[src/rtl/shift_step_sequencer.sv]
// -----------------------------------------------------------------------------
// shift_step_sequencer
//
// Purpose:
//   Sequential front-end for a 4-bit combinational barrel shifter whose shift
//   port is only 2 bits wide. It accepts a shift command with an amount of up
//   to 2^AMT_W-1 over a valid/ready handshake. The command is split into steps
//   of at most MAX_STEP. Each shifter result is fed back as the operand of the
//   next step. The final value is presented on a valid/ready output port.
//
// Parameters:
//   AMT_W    - width of the requested shift amount
//   MAX_STEP - largest step issued to the shifter per cycle (1..3)
//   CNT_W    - width of the step counter; must hold ceil((2^AMT_W-1)/MAX_STEP)
//
// Ports:
//   clk, rst          - rising-edge clock, synchronous active-high reset
//   in_valid/in_ready - command handshake
//   in_data           - 4-bit operand
//   in_amt            - total shift amount
//   in_dir            - 0 = left, 1 = right (logical, zero fill)
//   sh_data/sh_amt/sh_dir - drive the shifter's data_in/shift/dir inputs
//   sh_result         - shifter data_out (combinational, same cycle)
//   out_valid/out_ready - result handshake
//   out_data          - final shifted value
//   out_steps         - number of shifter steps used for this result
// -----------------------------------------------------------------------------
module shift_step_sequencer #(
  parameter int unsigned AMT_W    = 4,
  parameter int unsigned MAX_STEP = 3,
  parameter int unsigned CNT_W    = 3
) (
  input  logic             clk,
  input  logic             rst,
  input  logic             in_valid,
  output logic             in_ready,
  input  logic [3:0]       in_data,
  input  logic [AMT_W-1:0] in_amt,
  input  logic             in_dir,
  output logic [3:0]       sh_data,
  output logic [1:0]       sh_amt,
  output logic             sh_dir,
  input  logic [3:0]       sh_result,
  output logic             out_valid,
  input  logic             out_ready,
  output logic [3:0]       out_data,
  output logic [CNT_W-1:0] out_steps
);

  typedef enum logic [1:0] {
    ST_IDLE = 2'd0,
    ST_RUN  = 2'd1,
    ST_DONE = 2'd2
  } state_t;

  localparam logic [AMT_W-1:0] MAX_STEP_A = AMT_W'(MAX_STEP);

  state_t           state_q, state_d;
  logic [3:0]       acc_q, acc_d;
  logic [AMT_W-1:0] rem_q, rem_d;
  logic             dir_q, dir_d;
  logic [CNT_W-1:0] steps_q, steps_d;

  logic [AMT_W-1:0] step;
  logic             accept;

  // Step for the current RUN cycle; never exceeds rem, so rem cannot underflow.
  always_comb begin
    step = rem_q;
    if (rem_q > MAX_STEP_A) begin
      step = MAX_STEP_A;
    end
  end

  // Handshake outputs are gated with rst so nothing is advertised while the
  // synchronous reset is pending.
  always_comb begin
    in_ready  = 1'b0;
    out_valid = 1'b0;
    if (!rst) begin
      in_ready  = (state_q == ST_IDLE);
      out_valid = (state_q == ST_DONE);
    end
  end

  assign accept = in_valid & in_ready;

  always_comb begin
    sh_data   = acc_q;
    sh_dir    = dir_q;
    sh_amt    = '0;
    out_data  = acc_q;
    out_steps = steps_q;
    if (state_q == ST_RUN) begin
      sh_amt = 2'(step);
    end
  end

  // Next-state logic. sh_result is only consumed in RUN, and in_* only on an
  // accepted handshake, so unknowns elsewhere never reach the registers.
  always_comb begin
    state_d = state_q;
    acc_d   = acc_q;
    rem_d   = rem_q;
    dir_d   = dir_q;
    steps_d = steps_q;
    unique case (state_q)
      ST_IDLE: begin
        if (accept) begin
          acc_d   = in_data;
          rem_d   = in_amt;
          dir_d   = in_dir;
          steps_d = '0;
          state_d = (in_amt == '0) ? ST_DONE : ST_RUN;
        end
      end
      ST_RUN: begin
        acc_d   = sh_result;
        rem_d   = rem_q - step;
        steps_d = steps_q + CNT_W'(1);
        if (rem_q == step) begin
          state_d = ST_DONE;
        end
      end
      ST_DONE: begin
        if (out_ready) begin
          state_d = ST_IDLE;
        end
      end
      default: begin
        state_d = ST_IDLE;
      end
    endcase
  end

  always_ff @(posedge clk) begin
    if (rst) begin
      state_q <= ST_IDLE;
      acc_q   <= '0;
      rem_q   <= '0;
      dir_q   <= 1'b0;
      steps_q <= '0;
    end else begin
      state_q <= state_d;
      acc_q   <= acc_d;
      rem_q   <= rem_d;
      dir_q   <= dir_d;
      steps_q <= steps_d;
    end
  end

endmodule

[config.mk]
export PLATFORM = sky130hd
export DESIGN_NAME = shift_step_sequencer
export DESIGN_NICKNAME = d
export VERILOG_FILES = /design/src/rtl/shift_step_sequencer.sv
export SDC_FILE = /design/constraint.sdc
export NUM_CORES = 1
export LEC_CHECK = 0
export CORE_MARGIN = 2
export CORE_UTILIZATION = 44
export CTS_CLUSTER_DIAMETER = 150
export CTS_CLUSTER_SIZE = 24
export DETAILED_ROUTE_END_ITERATION = 8
export PLACE_DENSITY_LB_ADDON = 0.12
export SYNTH_ARGS = -nofsm -noshare
export SYNTH_HDL_FRONTEND = slang
export SYNTH_SLANG_ARGS = --single-unit
export TNS_END_PERCENT = 30
[constraint.sdc]
create_clock -name clk -period 2.4 [get_ports clk]
set_clock_uncertainty 0.15 [all_clocks]
set_input_delay 0.48 -clock clk [delete_from_list [all_inputs] [get_ports clk]]
set_output_delay 0.48 -clock clk [all_outputs]
set_load 0.01 [all_outputs]
# Word level (Yosys, flattened, before mapping)
# Cells that the tools add are included.
[op_classes] n_reduce_logical=6 n_lt_le_gt_ge=1 eq_ne=6 bitwise=1 n_addsub=2 n_mux=15
[op_table] operator="$pmux W4 S2" count=2
[op_table] operator="$mux W4" count=3
[op_table] operator="$mux W2" count=5
[op_table] operator="$pmux W2 S3" count=1
[op_table] operator="$pmux W3 S2" count=1
[op_table] operator="$eq A4 B4 Y1" count=1
[op_table] operator="$gt A4 B2 Y1 const B" count=1
[op_table] operator="$logic_not A4 Y1" count=1
[op_table] operator="$ne A2 B2 Y1 const B" count=2
[op_table] operator="$reduce_and A2 Y1" count=2
[op_table] operator="$sub A4 B4 Y4" count=1
[op_table] operator="$add A3 B1 Y3 const B" count=1
[op_table] operator="$mux W3" count=1
[op_table] operator="$reduce_and A3 Y1" count=1
[op_table] operator="$eq A2 B1 Y1 const B" count=1
[op_table] operator="$eq A2 B2 Y1 const B" count=1
[op_table] operator="$logic_not A2 Y1" count=1
[op_table] operator="$mux W1" count=2
[op_table] operator="$ne A2 B1 Y1 const B" count=1
[op_table] operator="$reduce_bool A2 Y1" count=1
[op_table] operator="$and A1 B1 Y1" count=1
[word_totals] wordCells=36 output_inout_bits=16 in_bits=17 regBits=14

# Logic depth before layout (Yosys ltp)
[depth] ltp_word=5 mapped_depth=6

# Worst setup path before layout
# No wires, ideal clock.
[synth_path] kind="input to output" startpoint="input rst" endpoint="output in_ready" t_required_ps=1770 stages=3 arrival_ps=1073 setup_slack_ps=697 path_cell_list="buf_2 -> or2_2 -> nor2_1"
[synth_via] elab_chain_len=1
[synth_rtl] item="start: declaration" line="34" text="input logic rst,"
[synth_rtl] item="$mux W1" line="80" text="if (!rst) begin"
[synth_rtl] item="end: declaration" line="36" text="output logic in_ready,"
# No other way between the ends.

# Final worst setup path
# Same ends and word-level chain as after synthesis.

==> impl_metrics.yaml <==
sta:
  slew_headroom: 0.688
  drv_slew: 0
  hold_viol: 0
  post-route-period-util: 0.930
  max_freq_mhz: 448
  worst_slew_pin_slew_ns: 0.466
  rsz0062_at_grt: "no"
  min_period_ns: 2.23
  setup_viol: 0
synth:
  synth_common_cells: "dfxtp_1, nand2_1, nor2_1"
  synth.most_common_cell: "dfxtp_1"
  synthAdderAreaFrac: 0.0313
  yosys.area_share.simple: 0.268
  synth_top_family_by_area: "simple AND/OR/NAND/NOR gates"
  synth_compound_area_frac: 0.234
  synth_top_area_share: 0.351
  async_reset_ff_frac: 0
  yosysWarnings: 0
  ys_seq_elements: 14
  synth_xor_area_frac: 0
  postSynthCellCount: 94
  synthMuxAreaShare: 0
  syn_nets: 113
  ys_top_cells_by_area: "dfxtp_1, a311oi_1, nand2_1, a21oi_1, nor2_1"
  synth_edf_count: 0
  avgSynthCellArea_um2: 8.49
  synth_area_um2: 798
  ys.flop_type: "dfxtp_1"
  synth.distinct_cells: 34
  synth.yosys.seq_area_share: 0.351
  synth.largest_area_cell: "dfxtp_1"
clock_tree:
  cts.sinks: 14
  ctsHtreeMaxLevel: 1
  cts_tree: "yes"
  root_buffer: "clkbuf_4"
  path_clk_slew_ns: 0.08
  numCtsBuffers: 3
  cts_setup_buffers: 0
  postCtsHoldBufs: 0
  clk_latency_ns: 0.28
  cts.path.max_buffers: 2
global_route:
  grt.total_usage: 0.187
  grt_pass1_vias: 679
  antenna_found_initial: 0
  overflow: 0
  grt_max_degree: 12
  grt_pass1_wl_um: 2840
final_layout:
  drive_gt1_frac: 0.130
  final_util: 0.663
  antenna_cells: 0
  area_delta_synth_final_pct: 41.8
  post-route-cell-area_mm2: 0.00113
  fin_nets: 144
placement:
  port_buffers: 32
  place_area_mm2: 0.00110
  place.gp.congestion: 0.900
  dp_hpwl_um: 1380
worst_setup_path:
  cpLargestDelayFamily: "buffers and inverters"
  max_stage_delay_ns: 0.46
  crit_required_ns: 1.77
  critPathMaxFanout: 4
  path_cells: "clkdlybuf4s50_1, or2_2, nor2_1, dlygate4sd2_1"
  worstSetupPathType: "in2out"
  worstPathArrival_ns: 1.60
  setup.worst_path.end_class: "primary output"
  critPathLaunchType: "input pin"
  crit_buf_inv: 2
  slowest_stage: "clkdlybuf4s50_1"
floorplanning:
  io_pins: 33
  die-width_um: 46.6
  core_mm2: 0.00171
  placementRows: 15
  initial_utilization: 0.467
  dieArea_mm2: 0.00217
  fp.dieH_um: 46.6
route:
  drt_iter0_drc: 20
  postRouteWirelength_um: 1850
  vias: 794
  drc: 0
  via_per_inst: 5.36
  wl_per_cell_um: 12.5
  ant_nets: 0
  drt_pass1_iterations: 4
run_status:
  status: "finished clean"
pwr:
  p_per_area_mw_per_mm2: 634
  power_w: 0.000718
  p_seq_frac: 0.424
  p_sw_w: 0.000239
  pwr-share-comb: 0.391
  max-vdd-ir-drop_uv: 426
  switching_share: 0.333
  p_clk_frac: 0.186
  leakage_nw: 0.461
  p_int_w: 0.000479
run:
  drv_cap: 0
worst_hold_path:
  hold_class: "reg2reg"
## metrics by stage
step           cells  setup WS [ns]  hold WS, ns  TNS [ns]
6_report         148          0.169        0.311         0
5_1_grt          148          0.105        0.352         0
4_1_cts          148         0.0432        0.311         0
3_5_place_dp     145         -0.105        0.299    -0.123
3_3_place_gp     145        -0.0894        0.292   -0.0894
2_1_floorplan     94          0.697        0.327         0
## routing by layer
metal,vias to the layer above,part of all wire,global-route usage
met5,-,0,0
met4,0,0.010,0.0857
met3,2,0.052,0.0392
met2,31,0.49,0.300
met1,369,0.45,0.236
li1,392,-,-
## logic make-up after synthesis
family,after synthesis
simple gates,39
compound gates,25
buf+inv,14
fa+ha+maj,2
flops,14
## power by group through the flow
stage | registers [W] | clock network [W] | logic, W
floorplan | 0.000301 | 0 | 0.000179
global placement | 0.000307 | 0 | 0.000276
detailed placement | 0.000309 | 0 | 0.000283
CTS | 0.000303 | 0.000133 | 0.000282
global route | 0.000311 | 0.000145 | 0.000310
finish | 0.000304 | 0.000133 | 0.000280
## final timing paths
path | endpoint | slack (ns) | startpoint | cells past startpoint
setup / recovery | in_ready | 0.17 | rst | 4
hold / removal | sh_dir$_SDFFE_PP0P_ | 0.31 | sh_dir$_SDFFE_PP0P_ | 2
setup reg to reg | state_q[1]$_SDFFE_PP0P_ | 0.57 | rem_q[2]$_SDFFE_PP0P_ | 5
hold reg to reg | sh_dir$_SDFFE_PP0P_ | 0.31 | sh_dir$_SDFFE_PP0P_ | 2
## worst reg2reg max path, cell delays in order, from the launching register on
cell and delay, ns:
dfxtp_1 0.42, nor2_1 0.13, or2_2 0.30, ha_1 0.25, and4b_1 0.22, a211o_1 0.26
## placed cells by master, fill, tap and decap left out, drive strengths merged, types with 2 or more instances in the layout
cell | Yosys | routed
a21oi | 8 | 8
a311oi | 5 | 5
buf | 9 | 4
clkbuf | 1 | 3
clkdlybuf4s50 | 0 | 30
dfxtp | 14 | 14
ha | 2 | 2
inv | 4 | 4
nand2 | 11 | 11
nand2b | 3 | 3
nor2 | 10 | 10
nor3 | 3 | 3
nor3b | 2 | 2
o21ai | 2 | 2
or2 | 3 | 3
## area by class of cell
cell class	instances	area (um^2)
multi-input combinational	66	430
tap	25	31.3
timing repair buffer	36	352
fill	151	576
sequential	14	282
inverter	4	15.0
clock buffer	3	22.5
## sequential cells by signal, indices dropped and copies added (netlist names)
name and cells:
state_q 2, sh_dir 1, out_data 4, rem_q 4
out_steps 3
## repair_timing
item | 4_1_cts | 5_1_grt
gates cloned | 0 | 0
endpoints found under the setup margin | 2 | 2
resized for setup | 2 | 2
(Power assumes the default switching activity.)
